<file path="config.mk">
export PLATFORM = sky130hd
export DESIGN_NAME = efb_wb_arbiter
export DESIGN_NICKNAME = d
export VERILOG_FILES = /design/src/rtl/efb_wb_arbiter.sv
export SDC_FILE = /design/constraint.sdc
export NUM_CORES = 1
export LEC_CHECK = 0
export CORE_MARGIN = 4
export CORE_UTILIZATION = 31
export CTS_CLUSTER_SIZE = 12
export DETAILED_ROUTE_END_ITERATION = 6
export PLACE_DENSITY = 0.61
export SLEW_MARGIN = 15
export SYNTH_ARGS = -nofsm -noshare
export SYNTH_HDL_FRONTEND = slang
export SYNTH_SLANG_ARGS = --single-unit
</file>
<file path="constraint.sdc">
create_clock -name i_Clock -period 3 [get_ports i_Clock]
set_clock_uncertainty 0.2 [all_clocks]
set_input_delay 0.9 -clock i_Clock [delete_from_list [all_inputs] [get_ports i_Clock]]
set_output_delay 0.9 -clock i_Clock [all_outputs]
set_load 0.05 [all_outputs]
</file>
<file path="src/rtl/efb_wb_arbiter.sv">
// Two-requester Wishbone arbiter for the EFB slave port.
// Round-robin grant, one-cycle idle gap, ack timeout.
module efb_wb_arbiter #(
  parameter int TIMEOUT = 64
) (
  input  logic       i_Clock,
  input  logic       i_Reset,
  input  logic       i_Req0,
  input  logic       i_Req1,
  input  logic       i_We0,
  input  logic       i_We1,
  input  logic [7:0] i_Addr0,
  input  logic [7:0] i_Addr1,
  input  logic [7:0] i_WData0,
  input  logic [7:0] i_WData1,
  output logic       o_Done0,
  output logic       o_Done1,
  output logic [7:0] o_RData,
  output logic       o_Error,
  output logic       o_Busy,
  output logic       o_wb_cyc,
  output logic       o_wb_stb,
  output logic       o_wb_we,
  output logic [7:0] o_wb_adr,
  output logic [7:0] o_wb_dat,
  input  logic [7:0] i_wb_dat,
  input  logic       i_wb_ack
);

  typedef enum logic [1:0] {
    IDLE,
    ACCESS,
    GAP
  } state_t;

  localparam logic [7:0] CNT_MAX = 8'(TIMEOUT - 1);

  state_t     state;
  state_t     state_nx;
  logic       last;
  logic       last_nx;
  logic       gnt;
  logic       gnt_nx;
  logic       pick1;
  logic [7:0] cnt;
  logic [7:0] cnt_nx;
  logic       done0_nx;
  logic       done1_nx;
  logic       err_nx;
  logic       busy_nx;
  logic       cyc_nx;
  logic       we_nx;
  logic [7:0] adr_nx;
  logic [7:0] dat_nx;
  logic [7:0] rdata_nx;

  // last == 1 means requester 1 was served most recently
  assign pick1 = i_Req1 & (~i_Req0 | ~last);

  always_comb begin
    state_nx = state;
    last_nx  = last;
    gnt_nx   = gnt;
    cnt_nx   = cnt;
    done0_nx = 1'b0;
    done1_nx = 1'b0;
    err_nx   = 1'b0;
    cyc_nx   = o_wb_cyc;
    we_nx    = o_wb_we;
    adr_nx   = o_wb_adr;
    dat_nx   = o_wb_dat;
    rdata_nx = o_RData;

    unique case (state)
      IDLE: begin
        if (i_Req0 | i_Req1) begin
          gnt_nx   = pick1;
          last_nx  = pick1;
          we_nx    = pick1 ? i_We1 : i_We0;
          adr_nx   = pick1 ? i_Addr1 : i_Addr0;
          dat_nx   = pick1 ? i_WData1 : i_WData0;
          cyc_nx   = 1'b1;
          cnt_nx   = 8'd0;
          state_nx = ACCESS;
        end
      end
      ACCESS: begin
        if (i_wb_ack) begin
          cyc_nx   = 1'b0;
          if (!o_wb_we) begin
            rdata_nx = i_wb_dat;
          end
          done0_nx = ~gnt;
          done1_nx = gnt;
          state_nx = GAP;
        end else if (cnt == CNT_MAX) begin
          cyc_nx   = 1'b0;
          rdata_nx = 8'h00;
          done0_nx = ~gnt;
          done1_nx = gnt;
          err_nx   = 1'b1;
          state_nx = GAP;
        end else begin
          cnt_nx = cnt + 8'd1;
        end
      end
      GAP: begin
        state_nx = IDLE;
      end
      default: begin
        state_nx = IDLE;
      end
    endcase

    busy_nx = (state_nx != IDLE);
  end

  always_ff @(posedge i_Clock) begin
    if (i_Reset) begin
      state    <= IDLE;
      last     <= 1'b1;
      gnt      <= 1'b0;
      cnt      <= 8'd0;
      o_Done0  <= 1'b0;
      o_Done1  <= 1'b0;
      o_Error  <= 1'b0;
      o_Busy   <= 1'b0;
      o_RData  <= 8'h00;
      o_wb_cyc <= 1'b0;
      o_wb_stb <= 1'b0;
      o_wb_we  <= 1'b0;
      o_wb_adr <= 8'h00;
      o_wb_dat <= 8'h00;
    end else begin
      state    <= state_nx;
      last     <= last_nx;
      gnt      <= gnt_nx;
      cnt      <= cnt_nx;
      o_Done0  <= done0_nx;
      o_Done1  <= done1_nx;
      o_Error  <= err_nx;
      o_Busy   <= busy_nx;
      o_RData  <= rdata_nx;
      o_wb_cyc <= cyc_nx;
      o_wb_stb <= cyc_nx;
      o_wb_we  <= we_nx;
      o_wb_adr <= adr_nx;
      o_wb_dat <= dat_nx;
    end
  end

endmodule

</file>
== After elaboration in Yosys (flattened, before gate mapping) ==
Index checks and enable logic that the tools add are counted.
Storage, ports and cells
  output and inout port bits: 31
  register bits: 42
  word-level logic and storage cells: 61
  input bits: 47
Operators by class
  equal/unequal tests: 7
  $add $sub $neg: 1
  reduce and logical (&&, ||, !) cells: 10
  mux-type cells: 23
  bitwise operators: 7
Operator list (count)
  8-bit two-way mux: 8
  8-bit one-hot mux with 2 select lines: 1
  1-bit two-way mux: 9
  8-bit by 1-bit adder with 8-bit output, second input constant: 1
  8-bit by 6-bit equality test with 1-bit output, second input constant: 1
  2-bit != test, second input constant: 4
  2-bit two-way mux: 3
  3-bit AND reduction: 2
  2-bit nonzero test: 3
  1-bit NOT: 4
  2-bit one-hot mux with 2 select lines: 1
  4-bit AND reduction: 1
  3-bit != test, second input constant: 1
  3-bit OR reduction: 1
  2-bit by 1-bit equality test with 1-bit output, second input constant: 1
  2-bit logical NOT: 1
  1-bit bitwise OR: 2
  1-bit one-hot mux with 2 select lines: 1
  2-bit AND reduction: 1
  2-bit OR reduction: 1
  1-bit bitwise AND: 1

== Logic depth before layout (Yosys ltp) ==
  depth after elaboration: 5
  gate-level depth with buffers: 5
  gate-level depth less buffers: 5

== Least setup slack after synthesis ==
OpenSTA, ideal clock, no wires.
  path kind: in2reg
  start point: input i_wb_ack
  end point: register cnt[7]
  path buffers: 1
  stages on the path: 4
  required time: 2.730 ns
  slack: 0.755 ns
  data arrival time: 1.975 ns
  setup time: 0.070 ns
  cells stage by stage: or3b_1 > buf_6 > or4_1 > a21oi_1
Between the ends
  longest elaborated chain between the ends: 2
Ends and longest elaborated chain
  start, declared: RTL line 27  | input logic i_wb_ack
  2-bit != test (no line)
  4-bit AND reduction (no line)
  end signal, assigned: RTL line 138  | cnt <= cnt_nx;
  end, declared: RTL line 45  | logic [7:0] cnt;
No other way between the ends.
A chain may end at the register's enable or synchronous reset.

== Final worst setup path ==
  start point: register o_wb_we
  end point: output o_wb_we
RTL lines
  start, declared: RTL line 23  | output logic o_wb_we,
  start signal, assigned: RTL line 146  | o_wb_we <= we_nx;
No word-level cell between the ends.

==> results.py <==
metrics = {
    "floorplan": {
        "core_mm2": 0.00554,
        "fp.dieW_um": 83.8,
        "rows": 27,
        "die_h_um": 83.8,
        "io_pins": 78,
        "dieArea_mm2": 0.00702,
        "start_util_pct": 32.1,
    },
    "grt": {
        "antenna_found_initial": 0,
        "grt_pass1_wl_um": 6940,
        "grt_pass1_vias": 1432,
        "grt_overflow": 0,
        "grt_usage_pct": 12.2,
        "grt_start_max_net_pins": 35,
    },
    "timing": {
        "finalMaxSlewViolations": 0,
        "setup_viol": 0,
        "worst_pin_slew_ns": 0.842,
        "tns_ns": 0,
        "layout_min_cycle_time_ns": 2.63,
        "post-route-period-util_pct": 87.5,
        "timing.fmax_mhz": 381,
        "rsz0062_at_grt": "false",
        "finalHoldViolations": 0,
        "relSlewSlack_pct": 43.4,
    },
    "drt": {
        "wl_um": 4210,
        "drt_iter0_markers": 38,
        "firstDrtPassIters": 4,
        "num_vias": 1567,
        "viasPerCell": 4.79,
        "ant_nets": 0,
        "wl_per_cell_um": 12.9,
        "drc_errors": 0,
    },
    "finish": {
        "utilization_pct": 48.9,
        "drive_above_1_share_pct": 7.06,
        "synthToLayoutAreaGrowth_pct": 52.3,
        "num_antenna_cells": 0,
        "finalInstanceArea_mm2": 0.00271,
        "fin_nets": 302,
    },
    "place": {
        "place_area_mm2": 0.00260,
        "post-dp-hpwl_um": 3080,
        "io_buffers": 77,
        "gp_congestion": 0.742,
    },
    "cts": {
        "cts.sinks": 42,
        "htreeDepth": 2,
        "clock_latency_ns": 0.30,
        "cts_tree": "yes",
        "clockRootBuffer": "clkbuf_8",
        "cts.hold.buffers_added": 0,
        "cts_setup_buffers": 0,
        "clkSlewWorstSetupHoldPaths_ns": 0.08,
        "cts.repair.resized": 0,
        "clockBufferDepth": 2,
        "cts_buffers": 5,
    },
    "synthesis": {
        "synth_fp_nets": 226,
        "synth_cell_type_count": 41,
        "synthCells": 178,
        "async_flop_share_pct": 0,
        "ys_ff_latch": 42,
        "ys.flop_type": "dfxtp_1",
        "synth_seq_area_share_pct": 47.2,
        "yosysWarnings": 0,
        "synth.avg_cell_area_um2": 10.0,
        "syn_area_mm2": 0.00178,
        "synth-edff-count": 0,
    },
    "status": {
        "status": "finished, final reports clean",
    },
    "setup_path": {
        "path_max_fanout": 3,
        "path_delay_family": "buffers and inverters",
        "cp_slowest_cell": "clkdlybuf4s50_1",
        "cpPeakStageDelay_ns": 0.84,
        "cp-end-kind": "output port",
        "cp-start-kind": "flip-flop",
        "cp_num_buf_inv": 1,
        "cp_cell_sequence": "clkdlybuf4s50_1",
        "crit_arrival_ns": 1.53,
        "critPathRequiredTime_ns": 1.90,
        "critPathKind": "reg2out",
    },
    "pwr": {
        "powerDensity_mw_per_mm2": 538,
        "p_leak_nw": 0.973,
        "ir_drop_v": 0.000184,
    },
    "run": {
        "drv_cap": 0,
    },
    "worst_hold_path": {
        "hold_class": "reg2reg",
    },
}
-- synth_stat cells (all sizes together), types with 2 or more instances --
master / instances / area [um2]
o31ai: 2 / 15.0
nor4: 2 / 12.5
o21ai: 2 / 10.0
a21oi: 8 / 40.0
mux2i: 18 / 180
and3: 2 / 12.5
buf: 7 / 61.3
a22o: 8 / 70.1
a211oi: 19 / 143
clkbuf: 4 / 15.0
inv: 2 / 7.51
nand2: 7 / 26.3
nor2: 21 / 78.8
nor3: 7 / 40.0
dfxtp: 42 / 841
xnor2: 2 / 17.5
a31oi: 2 / 12.5
nand3: 4 / 20.0
-- power breakdown --
part	switching (mW)	internal (mW)	total, mW
combinational	0.231	0.167	0.398
clock	0.195	0.245	0.440
sequential	0.0222	0.598	0.620
-- kinds of logic (layout without fill, tap and decap cells) --
kind of cell	count (synthesis)	after routing	share of synthesized area [%]
fa+ha+maj	1	1	0.703
buf+inv	14	91	5.20
compound gates	48	48	20.6
flops	42	42	47.2
mux	18	18	10.1
simple gates	53	53	15.2
xor+xnor	2	2	0.984
-- placed cells by master (no fill, tap or decap), types with 3 or more instances in the layout --
master / n
clkdlybuf4s50_1: 77
nor2_1: 21
a22o_1: 8
nand2_1: 7
nor3_1: 6
buf_4: 3
mux2i_1: 18
a211oi_1: 19
a21oi_1: 8
dfxtp_1: 42
clkbuf_8: 5
nand3_1: 4
-- per-stage QoR --
stage	instances	power (mW)	hold WS [ns]	setup slack (ns)
after floorplan	178	0.879	0.216	0.755
after global placement	319	1.03	0.244	0.213
after detailed placement	319	1.04	0.235	0.193
after CTS	327	1.48	0.251	0.366
after global routing	327	1.53	0.274	0.322
final	327	1.46	0.249	0.374
-- registers in the layout, summed over array words and instances (netlist names) --
| name | flops |
|---|---|
| gnt | 1 |
| last | 1 |
| o_Error | 1 |
| o_wb_we | 1 |
| o_Done1 | 1 |
| o_wb_dat | 8 |
| o_Done0 | 1 |
| o_wb_adr | 8 |
| o_RData | 8 |
| o_wb_stb | 1 |
| state | 2 |
| cnt | 8 |
| o_Busy | 1 |
-- layout make-up --
type	count	area, um2
multi-input cells	122	851
clock inverters	3	40.0
flip-flops and latches	42	841
repair buffers	81	813
clock buffers	5	68.8
inverters	2	7.51
fillers	556	2830
well taps	72	90.1
-- per-layer routing --
layer  global-route usage, %  up-vias  part of all wire (%)
met5                       0        -                     0
met4                    4.39        0                   1.5
met3                    6.81        6                    12
met2                    17.0       64                    39
met1                    15.7      683                    47
li1                        -      814                     -
-- worst paths after layout --
check | to | slack, ns | cells after the start | start
max | o_wb_we | 0.37 | 1 | o_wb_we
min | o_Done0 | 0.25 | 1 | gnt
max reg2reg | o_RData[4] | 1.13 | 5 | cnt[0]
min reg2reg | o_Done0 | 0.25 | 1 | gnt
Power figures use the tool's default switching activity.
